**config.mk**
```make
export PLATFORM = sky130hd
export DESIGN_NAME = fir_filter_acc_n
export DESIGN_NICKNAME = d
export VERILOG_FILES = /design/src/rtl/fir_filter_acc_n.sv
export SDC_FILE = /design/constraint.sdc
export NUM_CORES = 2
export LEC_CHECK = 0
export CAP_MARGIN = 20
export CORE_ASPECT_RATIO = 1.25
export CORE_MARGIN = 2
export CORE_UTILIZATION = 58
export CTS_CLUSTER_SIZE = 30
export DETAILED_ROUTE_END_ITERATION = 7
export PLACE_DENSITY = 0.83
export SETUP_SLACK_MARGIN = 0.2
export SYNTH_ARGS = -nofsm -noshare
export SYNTH_HDL_FRONTEND = slang
export SYNTH_SLANG_ARGS = --single-unit
```
**constraint.sdc**
```tcl
create_clock -name HCLK -period 11.7 [get_ports HCLK]
set_clock_uncertainty 0.1 [all_clocks]
set_input_delay 2.34 -clock HCLK [delete_from_list [all_inputs] [get_ports HCLK]]
set_output_delay 2.34 -clock HCLK [all_outputs]
set_load 0.005 [all_outputs]
```
**src/rtl/fir_filter_acc_n.sv**
```systemverilog
// rtl/fir_filter_acc_n.sv - AHB-Lite slave N-tap FIR accelerator with one MAC per cycle
module fir_filter_acc_n #(
  parameter int TAPS   = 8,
  parameter int DATA_W = 16,
  parameter int COEF_W = 16,
  parameter int ACC_W  = 40
) (
  input  logic        HCLK,
  input  logic        HRESET,
  input  logic        HSEL,
  input  logic [31:0] HADDR,
  input  logic        HWRITE,
  input  logic [31:0] HWDATA,
  input  logic        HREADY,
  output logic [31:0] HRDATA,
  output logic        HREADYOUT
);

  localparam int KW = (TAPS > 2) ? $clog2(TAPS) : 1;
  localparam int PW = DATA_W + COEF_W;

  // Word offsets (HADDR[7:2]) of the register map
  localparam logic [5:0] W_CTRL   = 6'h00;
  localparam logic [5:0] W_STATUS = 6'h01;
  localparam logic [5:0] W_XN     = 6'h02;
  localparam logic [5:0] W_YN     = 6'h03;
  localparam logic [5:0] W_COEF   = 6'h10;

  localparam logic signed [ACC_W-1:0] SAT_MAX = ACC_W'(64'sd2147483647);
  localparam logic signed [ACC_W-1:0] SAT_MIN = ACC_W'(-64'sd2147483648);

  typedef enum logic [1:0] {ST_IDLE, ST_MAC, ST_FINISH} state_t;

  // Bus data-phase capture
  logic                     dp_sel_q, dp_sel_d;
  logic                     dp_write_q, dp_write_d;
  logic [5:0]               dp_word_q, dp_word_d;

  // Datapath and control state
  state_t                   state_q, state_d;
  logic [KW-1:0]            k_q, k_d;
  logic signed [ACC_W-1:0]  acc_q, acc_d;
  logic signed [DATA_W-1:0] hist_q [TAPS];
  logic signed [DATA_W-1:0] hist_d [TAPS];
  logic signed [COEF_W-1:0] coef_q [TAPS];
  logic signed [COEF_W-1:0] coef_d [TAPS];
  logic signed [DATA_W-1:0] xn_q, xn_d;
  logic [31:0]              yn_q, yn_d;
  logic                     auto_q, auto_d;
  logic [4:0]               shift_q, shift_d;
  logic                     busy_q, busy_d;
  logic                     done_q, done_d;
  logic                     ovf_q, ovf_d;
  logic                     err_q, err_d;

  // Decoded write strobes and MAC helpers
  logic                     wr_ctrl, wr_xn, wr_coef, coef_hit, go;
  logic [KW-1:0]            coef_idx;
  logic signed [PW-1:0]     prod;
  logic signed [ACC_W-1:0]  shifted;
  logic signed [DATA_W-1:0] go_sample;

  // Only HADDR[7:2] is decoded and HWDATA is consumed per-field
  logic unused_bus;
  assign unused_bus = ^{HADDR[31:8], HADDR[1:0], HWDATA};

  assign coef_hit = (dp_word_q >= W_COEF) && (dp_word_q < (W_COEF + 6'(TAPS)));
  assign coef_idx = KW'(dp_word_q - W_COEF);
  assign wr_ctrl  = dp_sel_q && dp_write_q && (dp_word_q == W_CTRL);
  assign wr_xn    = dp_sel_q && dp_write_q && (dp_word_q == W_XN);
  assign wr_coef  = dp_sel_q && dp_write_q && coef_hit;
  assign go       = !busy_q && ((wr_ctrl && HWDATA[0]) || (wr_xn && auto_q));
  assign go_sample = wr_xn ? HWDATA[DATA_W-1:0] : xn_q;
  assign prod     = PW'(coef_q[k_q]) * PW'(hist_q[k_q]);
  assign shifted  = acc_q >>> shift_q;

  // An early YN read waits until the result lands at the FINISH edge
  assign HREADYOUT = !(dp_sel_q && !dp_write_q && (dp_word_q == W_YN) && busy_q);

  // Read mux for the current data phase; narrow fields are sign-extended
  always_comb begin
    HRDATA = '0;
    if (dp_sel_q && !dp_write_q) begin
      if (dp_word_q == W_CTRL)        HRDATA = {19'd0, shift_q, 5'd0, auto_q, 2'b00};
      else if (dp_word_q == W_STATUS) HRDATA = {28'd0, err_q, ovf_q, done_q, busy_q};
      else if (dp_word_q == W_XN)     HRDATA = 32'(xn_q);
      else if (dp_word_q == W_YN)     HRDATA = yn_q;
      else if (coef_hit)              HRDATA = 32'(coef_q[coef_idx]);
    end
  end

  // Next-state logic: bus capture, register writes, FSM and CLEAR override
  always_comb begin
    dp_sel_d   = dp_sel_q;
    dp_write_d = dp_write_q;
    dp_word_d  = dp_word_q;
    state_d    = state_q;
    k_d        = k_q;
    acc_d      = acc_q;
    hist_d     = hist_q;
    coef_d     = coef_q;
    xn_d       = xn_q;
    yn_d       = yn_q;
    auto_d     = auto_q;
    shift_d    = shift_q;
    busy_d     = busy_q;
    done_d     = done_q;
    ovf_d      = ovf_q;
    err_d      = err_q;

    if (HREADY) begin
      dp_sel_d   = HSEL;
      dp_write_d = HWRITE;
      dp_word_d  = HADDR[7:2];
    end

    // SHIFT/AUTO always accepted; START, XN and COEF are refused while busy
    if (wr_ctrl) begin
      auto_d  = HWDATA[2];
      shift_d = HWDATA[12:8];
    end
    if (busy_q && ((wr_ctrl && HWDATA[0]) || wr_xn || wr_coef)) begin
      err_d = 1'b1;
    end
    if (!busy_q && wr_xn) begin
      xn_d = HWDATA[DATA_W-1:0];
    end
    if (!busy_q && wr_coef) begin
      coef_d[coef_idx] = HWDATA[COEF_W-1:0];
    end

    case (state_q)
      ST_IDLE: begin
        if (go) begin
          hist_d[0] = go_sample;
          for (int i = 1; i < TAPS; i++) hist_d[i] = hist_q[i-1];
          acc_d   = '0;
          k_d     = '0;
          busy_d  = 1'b1;
          done_d  = 1'b0;
          ovf_d   = 1'b0;
          state_d = ST_MAC;
        end
      end
      ST_MAC: begin
        acc_d = acc_q + ACC_W'(prod);
        k_d   = k_q + KW'(1);
        if (k_q == KW'(TAPS - 1)) state_d = ST_FINISH;
      end
      ST_FINISH: begin
        if (shifted > SAT_MAX) begin
          yn_d  = 32'h7FFF_FFFF;
          ovf_d = 1'b1;
        end else if (shifted < SAT_MIN) begin
          yn_d  = 32'h8000_0000;
          ovf_d = 1'b1;
        end else begin
          yn_d  = shifted[31:0];
        end
        busy_d  = 1'b0;
        done_d  = 1'b1;
        state_d = ST_IDLE;
      end
      default: state_d = ST_IDLE;
    endcase

    // CLEAR beats everything, including a START in the same write
    if (wr_ctrl && HWDATA[1]) begin
      for (int i = 0; i < TAPS; i++) hist_d[i] = '0;
      acc_d   = '0;
      k_d     = '0;
      yn_d    = '0;
      busy_d  = 1'b0;
      done_d  = 1'b0;
      ovf_d   = 1'b0;
      err_d   = 1'b0;
      state_d = ST_IDLE;
    end
  end

  // State registers with asynchronous reset
  always_ff @(posedge HCLK or posedge HRESET) begin
    if (HRESET) begin
      dp_sel_q   <= 1'b0;
      dp_write_q <= 1'b0;
      dp_word_q  <= '0;
      state_q    <= ST_IDLE;
      k_q        <= '0;
      acc_q      <= '0;
      for (int i = 0; i < TAPS; i++) begin
        hist_q[i] <= '0;
        coef_q[i] <= '0;
      end
      xn_q       <= '0;
      yn_q       <= '0;
      auto_q     <= 1'b0;
      shift_q    <= '0;
      busy_q     <= 1'b0;
      done_q     <= 1'b0;
      ovf_q      <= 1'b0;
      err_q      <= 1'b0;
    end else begin
      dp_sel_q   <= dp_sel_d;
      dp_write_q <= dp_write_d;
      dp_word_q  <= dp_word_d;
      state_q    <= state_d;
      k_q        <= k_d;
      acc_q      <= acc_d;
      hist_q     <= hist_d;
      coef_q     <= coef_d;
      xn_q       <= xn_d;
      yn_q       <= yn_d;
      auto_q     <= auto_d;
      shift_q    <= shift_d;
      busy_q     <= busy_d;
      done_q     <= done_d;
      ovf_q      <= ovf_d;
      err_q      <= err_d;
    end
  end

endmodule

```
==> flow_summary_export.csv <==
group,metric,value,unit
die,dieArea,57500,sq um
grt,grt_overflow,0,
cts,htreeDepth,2,
route,top_layer_used,"met4",
timing,drv_slew,0,
synth,syn_area,32200,sq um
cts,cts-resized-gates,0,
min_path,hold_path_class,"flip-flop to flip-flop",
die,dieWidth,215,um
grt,first_global_vias,25400,
worst_setup_path,worst_setup_path_start_kind,"flip-flop",
die,initial_utilization,58.7,%
route,vias_per_cell,6.18,
route,wl,85900,um
route,antenna_left,0,
synth,yosysUniqueCellTypes,77,
timing,setup-tns-final,0,ns
placement,dp_cells,3878,
final_layout,mostFrequentLayoutCell,"nand2_1",
cts,cts.sink_count,367,
final_layout,drive_above_1_share,16.0,%
synth,synth_warnings,0,
die,row_count,96,
placement,dpl.hpwl,62200,um
synth,syn_inst,3230,
grt,grt_usage,30.5,%
synth,post-synth-top-area-fraction,28.5,%
worst_setup_path,crit_path_top_delay_cell,"dfrtp_4",
grt,grt_pass1_wl,137000,um
min_path,hold_start,"hist_q[93]",
min_path,min_to,"hist_q[77]",
placement,routabilityCongestion,0.963,
cts,clk_path_buf_depth,3,
worst_setup_path,rr_endpoint,"acc_q[37]",
cts,clk_latency,0.57,ns
synth,synth_compound_area_share,9.69,%
run_status,status,"finished, final reports clean",
synth,synth_seq_cells,367,
min_path,whs_path_depth,2,
timing,tightest_slew,1.14,ns
pwr,irDropWorstVdd,0.145,mV
synth,synth_top_family_by_area,"adder cells",
final_layout,multi_input_area,20700,sq um
route,wl_met1,31500,um
final_layout,finalNetCount,3699,
final_layout,layout.cells.non_filler,3946,
synth,synth_ff_type,"dfrtp_1",
die,dieHeight,268,um
cts,cts-buffers-inserted,37,
final_layout,syn_to_final_growth,7.32,%
worst_setup_path,worstSetupPathType,"flip-flop to flip-flop",
synth,yosys.area_share.simple,10.9,%
final_layout,mostFrequentLayoutCells,"nand2_1 (473), inv_1 (422), dfrtp_1 (362), fa_1 (330), nor2_1 (247)",
final_layout,seq_area,9200,sq um
cts,clkSlewWorstSetupHoldPaths,0.07,ns
final_layout,fillers,4134,
timing,hold_viol,0,
worst_setup_path,r2r_start,"k_q[1]",
route,vias,24400,
route,wl_per_cell,21.8,um
synth,yosysSeqAreaShare,28.5,%
grt,grt_antenna_before_repair,1,
synth,syn_avg_cell_area,9.98,sq um
route,firstDrtPassIters,6,
synth,synthTopCellsByArea,"dfrtp_1 (28%), fa_1 (20%), mux2_2 (7.8%)",
grt,grt_max_degree,110,
die,core_area,54900,sq um
synth,synth-async-reset-ratio,100,%
synth,synth_area_leader_cell,"dfrtp_1",
timing,setup_violations,0,
timing,rsz0062_at_grt,"no",
pwr,power.density,98.9,nW/um^2
timing,fin_crit,8.81,ns
worst_setup_path,cp.required,12.01,ns
worst_setup_path,path_max_fanout,42,
timing,slew-limit-headroom,22.1,%
route,first_iter_violations,2558,
worst_setup_path,r2r_slack,2.89,ns
route,wl_met3,6840,um
worst_setup_path,crit_chain,"buf_4 -> mux4_2 -> mux2i_1 -> nor2_1 -> fa_1 -> inv_1 -> fa_1 -> fa_1 -> fa_1 -> inv_1 -> fa_1 -> inv_1 -> fa_1 -> inv_1 -> ha_1 -> a21o_1 -> a21oi_1 -> a21bo_1 -> o21ba_1 -> o31a_1 -> and4_4 -> o41ai_4 -> xnor2_1 -> o21ai_1",
synth,synth_fa_ha_area_share,25.0,%
synth,syn_nets,3746,
synth,synth_mux_area_share,17.2,%
cts,post_cts_buffers,0,
synth,synth-edff-count,0,
cts,holdBufCountCts,0,
worst_setup_path,cp_slowest_stage_delay,0.96,ns
route,drc,0,
timing,finalCritPeriodShare,75.3,%
pwr,power.leakage,16.4,nW
cts,cts_tree,"yes",
cts,ctsRootBufferMaster,"clkbuf_16",
flow_run,drv_cap,0,
worst_setup_path,crit_top_cell,"fa_1",
timing,fmax,0.114,GHz
die,io-pin-count,102,
worst_setup_path,cp_data_arrival_time,9.12,ns
synth,synthXorXnorAreaFrac,1.11,%
worst_setup_path,r2r.worst_path.cells,24,
route,wl_met2,42000,um
worst_setup_path,endpoint_kind,"flip-flop",
placement,portBuffers,59,
final_layout,utilization,63.0,%
## sequential cells by signal (all words and copies together), names as in the netlist
| name | flops |
|---|---|
| done_q | 1 |
| hist_q | 128 |
| coef_q | 128 |
| dp_write_q | 1 |
| k_q | 3 |
| auto_q | 1 |
| busy_q | 1 |
| dp_sel_q | 1 |
| dp_word_q | 6 |
| ovf_q | 1 |
| acc_q | 40 |
| shift_q | 5 |
| yn_q | 32 |
| xn_q | 16 |
| state_q | 2 |
| err_q | 1 |
## report_power, final
group / total (mW) / internal (mW) / switching (mW) / leakage, nW
registers: 1.40 / 1.32 / 0.0791 / 4.78
clock network: 1.23 / 0.693 / 0.539 / 0.611
logic: 0.788 / 0.298 / 0.489 / 11.0
## routing by layer
metal  vias to the layer above  global-route usage, %
li1                      10500                      -
met1                     12300                   37.2
met2                      1210                   51.1
met3                       348                   5.42
met4                         0                   18.6
met5                         -                      0
## synthesized netlist by cell type, types with 9 or more instances
library cell  count
nand2_1         473
o21ai_0         107
dfrtp_1         367
a21oi_1         189
nor3_1           17
nor3_2           30
and2_1            9
nor2_1          249
o211ai_1         10
a22o_1           11
a21oi_2          30
clkbuf_1        120
a211oi_1         21
mux4_2           83
inv_1           423
xor2_1           19
fa_1            330
xnor2_1          22
buf_2            46
a221oi_1          9
a21o_1           21
mux2_2          223
ha_1            117
o221ai_1         10
o21a_1           22
mux2i_1         115
buf_1            25
## worst max path at each step
| stage | start | end | depth (start not counted) | slack, ns |
|---|---|---|---|---|
| 5_1_grt | k_q[0] | acc_q[38] | 24 | 2.41 |
| 3_5_place_dp | k_q[0] | acc_q[38] | 26 | 2.92 |
| 6_report | k_q[1] | acc_q[37] | 24 | 2.89 |
| 3_3_place_gp | k_q[1] | acc_q[37] | 24 | 3.04 |
| 2_1_floorplan | k_q[1] | acc_q[37] | 27 | 3.99 |
| 4_1_cts | k_q[0] | acc_q[38] | 26 | 2.90 |
## stage by stage
stage	cell area [sq um]	power (mW)	hold WS (ns)	setup WS, ns
final	34600	3.42	0.420	2.89
after global routing	34600	3.54	0.445	2.41
after CTS	34600	3.41	0.424	2.90
after detailed placement	33300	2.19	0.403	2.92
after global placement	33300	2.17	0.389	3.04
after floorplan	32200	1.96	0.366	3.99
## worst max-delay path, delay by kind of cell (launching register included)
| kind | cells | cell delay [ns] |
|---|---|---|
| fa+ha+maj | 7 | 3.33 |
| xor+xnor | 1 | 0.22 |
| buf+inv | 5 | 0.70 |
| mux | 2 | 1.27 |
| compound gates | 7 | 1.65 |
| simple gates | 2 | 0.36 |
| flops | 1 | 0.96 |
## cells by family (layout without fill, tap and decap cells)
kind of cell,count (synthesis),in the layout
AOI/OAI and AO/OA,496,496
xor gates and xnor gates,41,41
adders and majority gates,447,447
buffers and inverters,622,602
DFF,367,367
muxes,423,423
other,0,1
and+or+nand+nor,834,834
## final cells by class
cell class / count / area share (%)
multi-input combinational: 2241 / 59.7
sequential: 367 / 26.6
inverter: 426 / 4.63
clock buffer: 51 / 3.09
timing repair buffer: 110 / 2.84
tap: 735 / 2.66
clock inverter: 15 / 0.495
antenna: 1 / 0.00723
No activity file was read; power rests on OpenSTA's default activity.
